<file path="src/rtl/clk_div_monitor.sv">
// clk_div_monitor
// Samples a divided clock in the fast clk domain and turns its edges into
// single-cycle enable strobes. It measures each div_clk period in clk cycles,
// reports lock once enough consecutive periods match the expected ratio, and
// raises sticky flags for out-of-tolerance periods and for stalls.
module clk_div_monitor #(
   parameter int EXP_RATIO  = 4,
   parameter int TOL        = 0,
   parameter int LOCK_COUNT = 4,
   parameter int CNT_W      = 8,
   parameter int TIMEOUT    = 64
) (
   input  logic             clk,
   input  logic             reset,
   input  logic             div_clk,
   input  logic             err_clr,
   output logic             rise_stb,
   output logic             fall_stb,
   output logic [CNT_W-1:0] period,
   output logic             period_vld,
   output logic             locked,
   output logic             err_sticky,
   output logic             stall_sticky
);

   typedef enum logic [1:0] {IDLE, MEASURE, CHECK, LOCKED} state_t;

   localparam logic [CNT_W-1:0] CNT_MAX   = {CNT_W{1'b1}};
   localparam logic [CNT_W-1:0] TIMEOUT_C = CNT_W'(TIMEOUT);
   localparam logic [3:0]       LOCK_C    = 4'(LOCK_COUNT);

   // Saturating increment so a stopped div_clk cannot wrap the counter.
   function automatic logic [CNT_W-1:0] sat_inc(input logic [CNT_W-1:0] v);
      return (v == CNT_MAX) ? CNT_MAX : v + CNT_W'(1);
   endfunction

   // Absolute deviation of a measured period from the expected ratio.
   function automatic logic in_tol(input logic [CNT_W-1:0] p);
      int dev;
      dev = 32'(p);
      dev = dev - EXP_RATIO;
      if (dev < 0) dev = -dev;
      return (dev <= TOL);
   endfunction

   logic             sync0_q, sync1_q, prev_q;
   logic [CNT_W-1:0] cnt_q, cnt_d;
   logic [CNT_W-1:0] period_q;
   logic             period_vld_q;
   logic [3:0]       good_q;
   state_t           state_q;
   logic             locked_q;
   logic             err_q;
   logic             stall_q;

   logic [CNT_W-1:0] period_new;
   logic             new_in_tol;
   logic             timeout_hit;

   // Edge strobes come straight from the synchroniser registers.
   assign rise_stb = sync1_q & ~prev_q;
   assign fall_stb = ~sync1_q & prev_q;

   // Value that a rise in this cycle would record, and whether it is acceptable.
   assign period_new  = sat_inc(cnt_q);
   assign new_in_tol  = in_tol(period_new);
   // A rise in the timeout cycle is a normal period, so it takes precedence.
   assign timeout_hit = (state_q != IDLE) && (cnt_q == TIMEOUT_C) && !rise_stb;

   // Counter restarts on each rise and otherwise counts up, saturating.
   always_comb begin
      cnt_d = rise_stb ? '0 : sat_inc(cnt_q);
   end

   // Two-flop synchroniser plus a history flop for edge detection.
   always_ff @(posedge clk) begin
      if (reset) begin
         sync0_q <= 1'b0;
         sync1_q <= 1'b0;
         prev_q  <= 1'b0;
      end else begin
         sync0_q <= div_clk;
         sync1_q <= sync0_q;
         prev_q  <= sync1_q;
      end
   end

   // Period counter register.
   always_ff @(posedge clk) begin
      if (reset) begin
         cnt_q <= '0;
      end else begin
         cnt_q <= cnt_d;
      end
   end

   // Lock FSM with registered period, lock and sticky flag outputs.
   always_ff @(posedge clk) begin
      if (reset) begin
         state_q      <= IDLE;
         good_q       <= 4'd0;
         locked_q     <= 1'b0;
         period_q     <= '0;
         period_vld_q <= 1'b0;
         err_q        <= 1'b0;
         stall_q      <= 1'b0;
      end else begin
         period_vld_q <= 1'b0;
         // Clears come first so a same-cycle set event below overrides them.
         if (err_clr) begin
            err_q   <= 1'b0;
            stall_q <= 1'b0;
         end
         if (rise_stb) begin
            // The first rise after IDLE has no preceding edge to measure from.
            if (state_q != IDLE) begin
               period_q     <= period_new;
               period_vld_q <= 1'b1;
            end
            case (state_q)
               IDLE: begin
                  state_q <= MEASURE;
               end
               MEASURE: begin
                  state_q <= CHECK;
                  good_q  <= new_in_tol ? 4'd1 : 4'd0;
               end
               CHECK: begin
                  if (new_in_tol) begin
                     good_q <= good_q + 4'd1;
                     if ((good_q + 4'd1) >= LOCK_C) begin
                        state_q  <= LOCKED;
                        locked_q <= 1'b1;
                     end
                  end else begin
                     good_q <= 4'd0;
                     err_q  <= 1'b1;
                  end
               end
               LOCKED: begin
                  if (!new_in_tol) begin
                     state_q  <= CHECK;
                     locked_q <= 1'b0;
                     good_q   <= 4'd0;
                     err_q    <= 1'b1;
                  end
               end
               default: begin
                  state_q  <= IDLE;
                  locked_q <= 1'b0;
                  good_q   <= 4'd0;
               end
            endcase
         end else if (timeout_hit) begin
            state_q  <= IDLE;
            good_q   <= 4'd0;
            locked_q <= 1'b0;
            stall_q  <= 1'b1;
         end
      end
   end

   assign period       = period_q;
   assign period_vld   = period_vld_q;
   assign locked       = locked_q;
   assign err_sticky   = err_q;
   assign stall_sticky = stall_q;

endmodule

</file>
<file path="config.mk">
export PLATFORM = sky130hd
export DESIGN_NAME = clk_div_monitor
export DESIGN_NICKNAME = d
export VERILOG_FILES = /design/src/rtl/clk_div_monitor.sv
export SDC_FILE = /design/constraint.sdc
export NUM_CORES = 1
export LEC_CHECK = 0
export CAP_MARGIN = 20
export CORE_MARGIN = 8
export CORE_UTILIZATION = 60
export DETAILED_ROUTE_END_ITERATION = 6
export DONT_BUFFER_PORTS = 1
export MAX_ROUTING_LAYER = met4
export PLACE_DENSITY = 0.73
export SLEW_MARGIN = 15
export SYNTH_ARGS = -nofsm -noshare
export SYNTH_HDL_FRONTEND = slang
export SYNTH_SLANG_ARGS = --single-unit
</file>
<file path="constraint.sdc">
create_clock -name clk -period 3.45 [get_ports clk]
set_input_delay 0.345 -clock clk [delete_from_list [all_inputs] [get_ports clk]]
set_output_delay 0.345 -clock clk [all_outputs]
set_load 0.005 [all_outputs]
</file>
==> out/metrics.csv <==
metric,value,unit
status,"finished, final reports clean",
p_leak,0.525,nW
ys.flop_type,dfxtp_1,
drcViolationCount,0,
syn-num-nets,180,
fin_crit_sh,93.8,%
synth-edff-count,0,
layout_min_cycle_time,3.24,ns
syn_area,1480,um^2
syn_area_per_cell,8.63,um^2
overflow,0,
worstMarginPinSlew,0.811,ns
start_util,61.3,%
grt_pass1_vias,1154,
synth_seq_cells,29,
max_slew_margin,45.7,%
worstPathMaxFanout,7,
num_rows,18,
root_buffer,clkbuf_4,
dieArea,4300,um^2
worstSetupPathType,flop to flop,
nets,179,
hp-class,primary input to flop,
crit_path_end_kind,flop,
holdPathEnd,good_q[0],
grt_max_degree,22,
avgRoutedWirePerCell,15.6,um
cts.sinks,29,
insertion_delay,0.32,ns
vias,1213,
ir_drop,381,uV
worstHoldStart,reset,
die_y,65.6,um
dp_hpwl,2.36,mm
yosysSeqAreaShare,39.3,%
io_buffers,0,
grt_antenna_before_repair,0,
drv_cap,0,
drt_iter0_drc,131,
num_antenna_cells,0,
synthCells,171,
cts_tree,built,
synthArstFlopShare,0,%
hold_viol_final,0,
io_pins,18,
min_path_cells,1,
fin_area,1530,um^2
worstSetupStartpointType,flop,
grt_pass1_wl,5.24,mm
r2r_slack,0.21,ns
skew,0.00662,ns
drive_gt1_share,12.4,%
rr_startpoint,cnt_q[0],
grt_usage,16.2,%
r2r_cells,11,
setup_violations,0,
final.fill_count,217,
rsz0062_at_grt,false,
ys_types,45,
fp.dieW,65.6,um
cts_hold_buf,0,
yosys_warnings,0,
area_growth,3.90,%
viasPerCell,6.07,
final_max_slew_viol_count,0,
cts_buffers,5,
ant_nets,0,
clock.fmax,309,MHz
drt-total-wl,3.12,mm
fp.coreArea,2410,um^2
placed_area,1480,um^2
final.setup.tns,0,ns
required,3.70,ns
cp.arrival,3.49,ns
firstDrtPassIters,4,
max-clock-path-buffers,2,
timing.rr.end,good_q[0],
place.gp.congestion,0.838,
cts.clk_slew.worst_paths,0.09,ns
p_per_area,391,nW/um^2
ctsHtreeMaxLevel,2,
[worst max-delay path: stages (launching register included)]
cell and delay, ns:
dfxtp_1 0.47, ha_2 0.29, nand4_1 0.14, or2_2 0.36
and2_1 0.19, inv_1 0.06, ha_1 0.21, or3_1 0.38
nor3_2 0.13, o221ai_2 0.17, or4_1 0.53, a211oi_2 0.22
[cell usage after synthesis, drive strengths merged (5+ instances only)]
| master | count | share of area, % |
|---|---|---|
| o21ai | 6 | 2.0 |
| inv | 7 | 1.8 |
| nand2b | 5 | 2.1 |
| a211oi | 6 | 3.4 |
| ha | 5 | 4.2 |
| nand2 | 10 | 2.7 |
| dfxtp | 29 | 39 |
| nor2 | 22 | 5.6 |
| nand3 | 6 | 3.2 |
| clkbuf | 6 | 1.5 |
| nor2b | 8 | 3.4 |
| a21oi | 10 | 3.4 |
[timing repair]
| action | CTS | global route |
|---|---|---|
| setup buffers | 0 | 0 |
| endpoints found under the setup margin | 0 | 1 |
| resized for setup | 0 | 1 |
[worst max path at each step]
stage	cells after the start	endpoint	slack, ns	start
finish	11	good_q[0]	0.21	cnt_q[0]
global route	11	good_q[0]	0.03	cnt_q[0]
global placement	11	good_q[0]	0.29	cnt_q[0]
floorplan	11	good_q[0]	0.45	cnt_q[0]
detailed placement	11	good_q[0]	0.19	cnt_q[0]
CTS	11	good_q[0]	0.16	cnt_q[0]
[registers in the layout, summed over array words and instances (netlist names)]
signal        count
good_q            4
cnt_q             8
period            8
err_sticky        1
prev_q            1
state_q           2
period_vld        1
sync1_q           1
stall_sticky      1
sync0_q           1
locked            1
[metal layers]
metal,up-vias,GRT usage (%),part of all wire [%],routed length [um]
li1,614,-,-,-
met1,570,15.8,41,1290
met2,22,28.5,52,1620
met3,7,4.59,5.1,158
met4,0,8.17,1.6,51
met5,-,-,0,0
[logic make-up after synthesis]
| logic type | share of synthesized area, % |
|---|---|
| compound gates | 20.8 |
| simple gates | 27.6 |
| flops | 39.3 |
| xor+xnor | 2.37 |
| buf+inv | 4.32 |
| mux | 1.36 |
| fa+ha+maj | 4.24 |
[power breakdown]
part / switching (mW) / internal, mW / leakage [nW] / total (mW)
clock: 0.110 / 0.0960 / 0.0314 / 0.206
sequential: 0.00871 / 0.340 / 0.235 / 0.349
combinational: 0.0279 / 0.0168 / 0.258 / 0.0448
total: 0.147 / 0.453 / 0.525 / 0.600
[layout by cell type, fill, tap and decap left out, types with 2 or more instances in the layout]
| master | count |
|---|---|
| dfxtp_1 | 29 |
| nor2_1 | 22 |
| a21oi_1 | 10 |
| nand2_1 | 9 |
| nor2b_1 | 8 |
| inv_1 | 7 |
| o21ai_0 | 6 |
| nand2b_1 | 5 |
| a211oi_1 | 5 |
| clkbuf_4 | 5 |
| nand3_1 | 4 |
| xnor2_1 | 4 |
| a31oi_1 | 4 |
| ha_1 | 4 |
| or2_2 | 3 |
| nor3_1 | 3 |
| or3_1 | 3 |
| a2111oi_0 | 3 |
| a21o_1 | 3 |
| and2_1 | 2 |
| o31ai_1 | 2 |
| o21bai_1 | 2 |
| mux2i_1 | 2 |
| or4_1 | 2 |
[metrics by stage]
stage               worst slack, ns  cells  hold slack (ns)  power [mW]  util (%)
floorplan                     0.446    171            0.414       0.394         -
detailed placement            0.186    193            0.415       0.402      61.3
finish                        0.214    200           0.0757       0.600      63.7
global route                 0.0277    200           0.0525       0.629      63.7
global placement              0.288    193            0.413       0.401      61.3
CTS                           0.160    200           0.0630       0.606      63.6
[layout make-up]
type,instances,area [um^2],area share (%)
multi-input cells,127,835,54.4
clock buffers,7,55.1,3.59
inverters,7,26.3,1.71
well taps,30,37.5,2.45
flip-flops and latches,29,581,37.8
No activity file was read; power rests on OpenSTA's default activity.
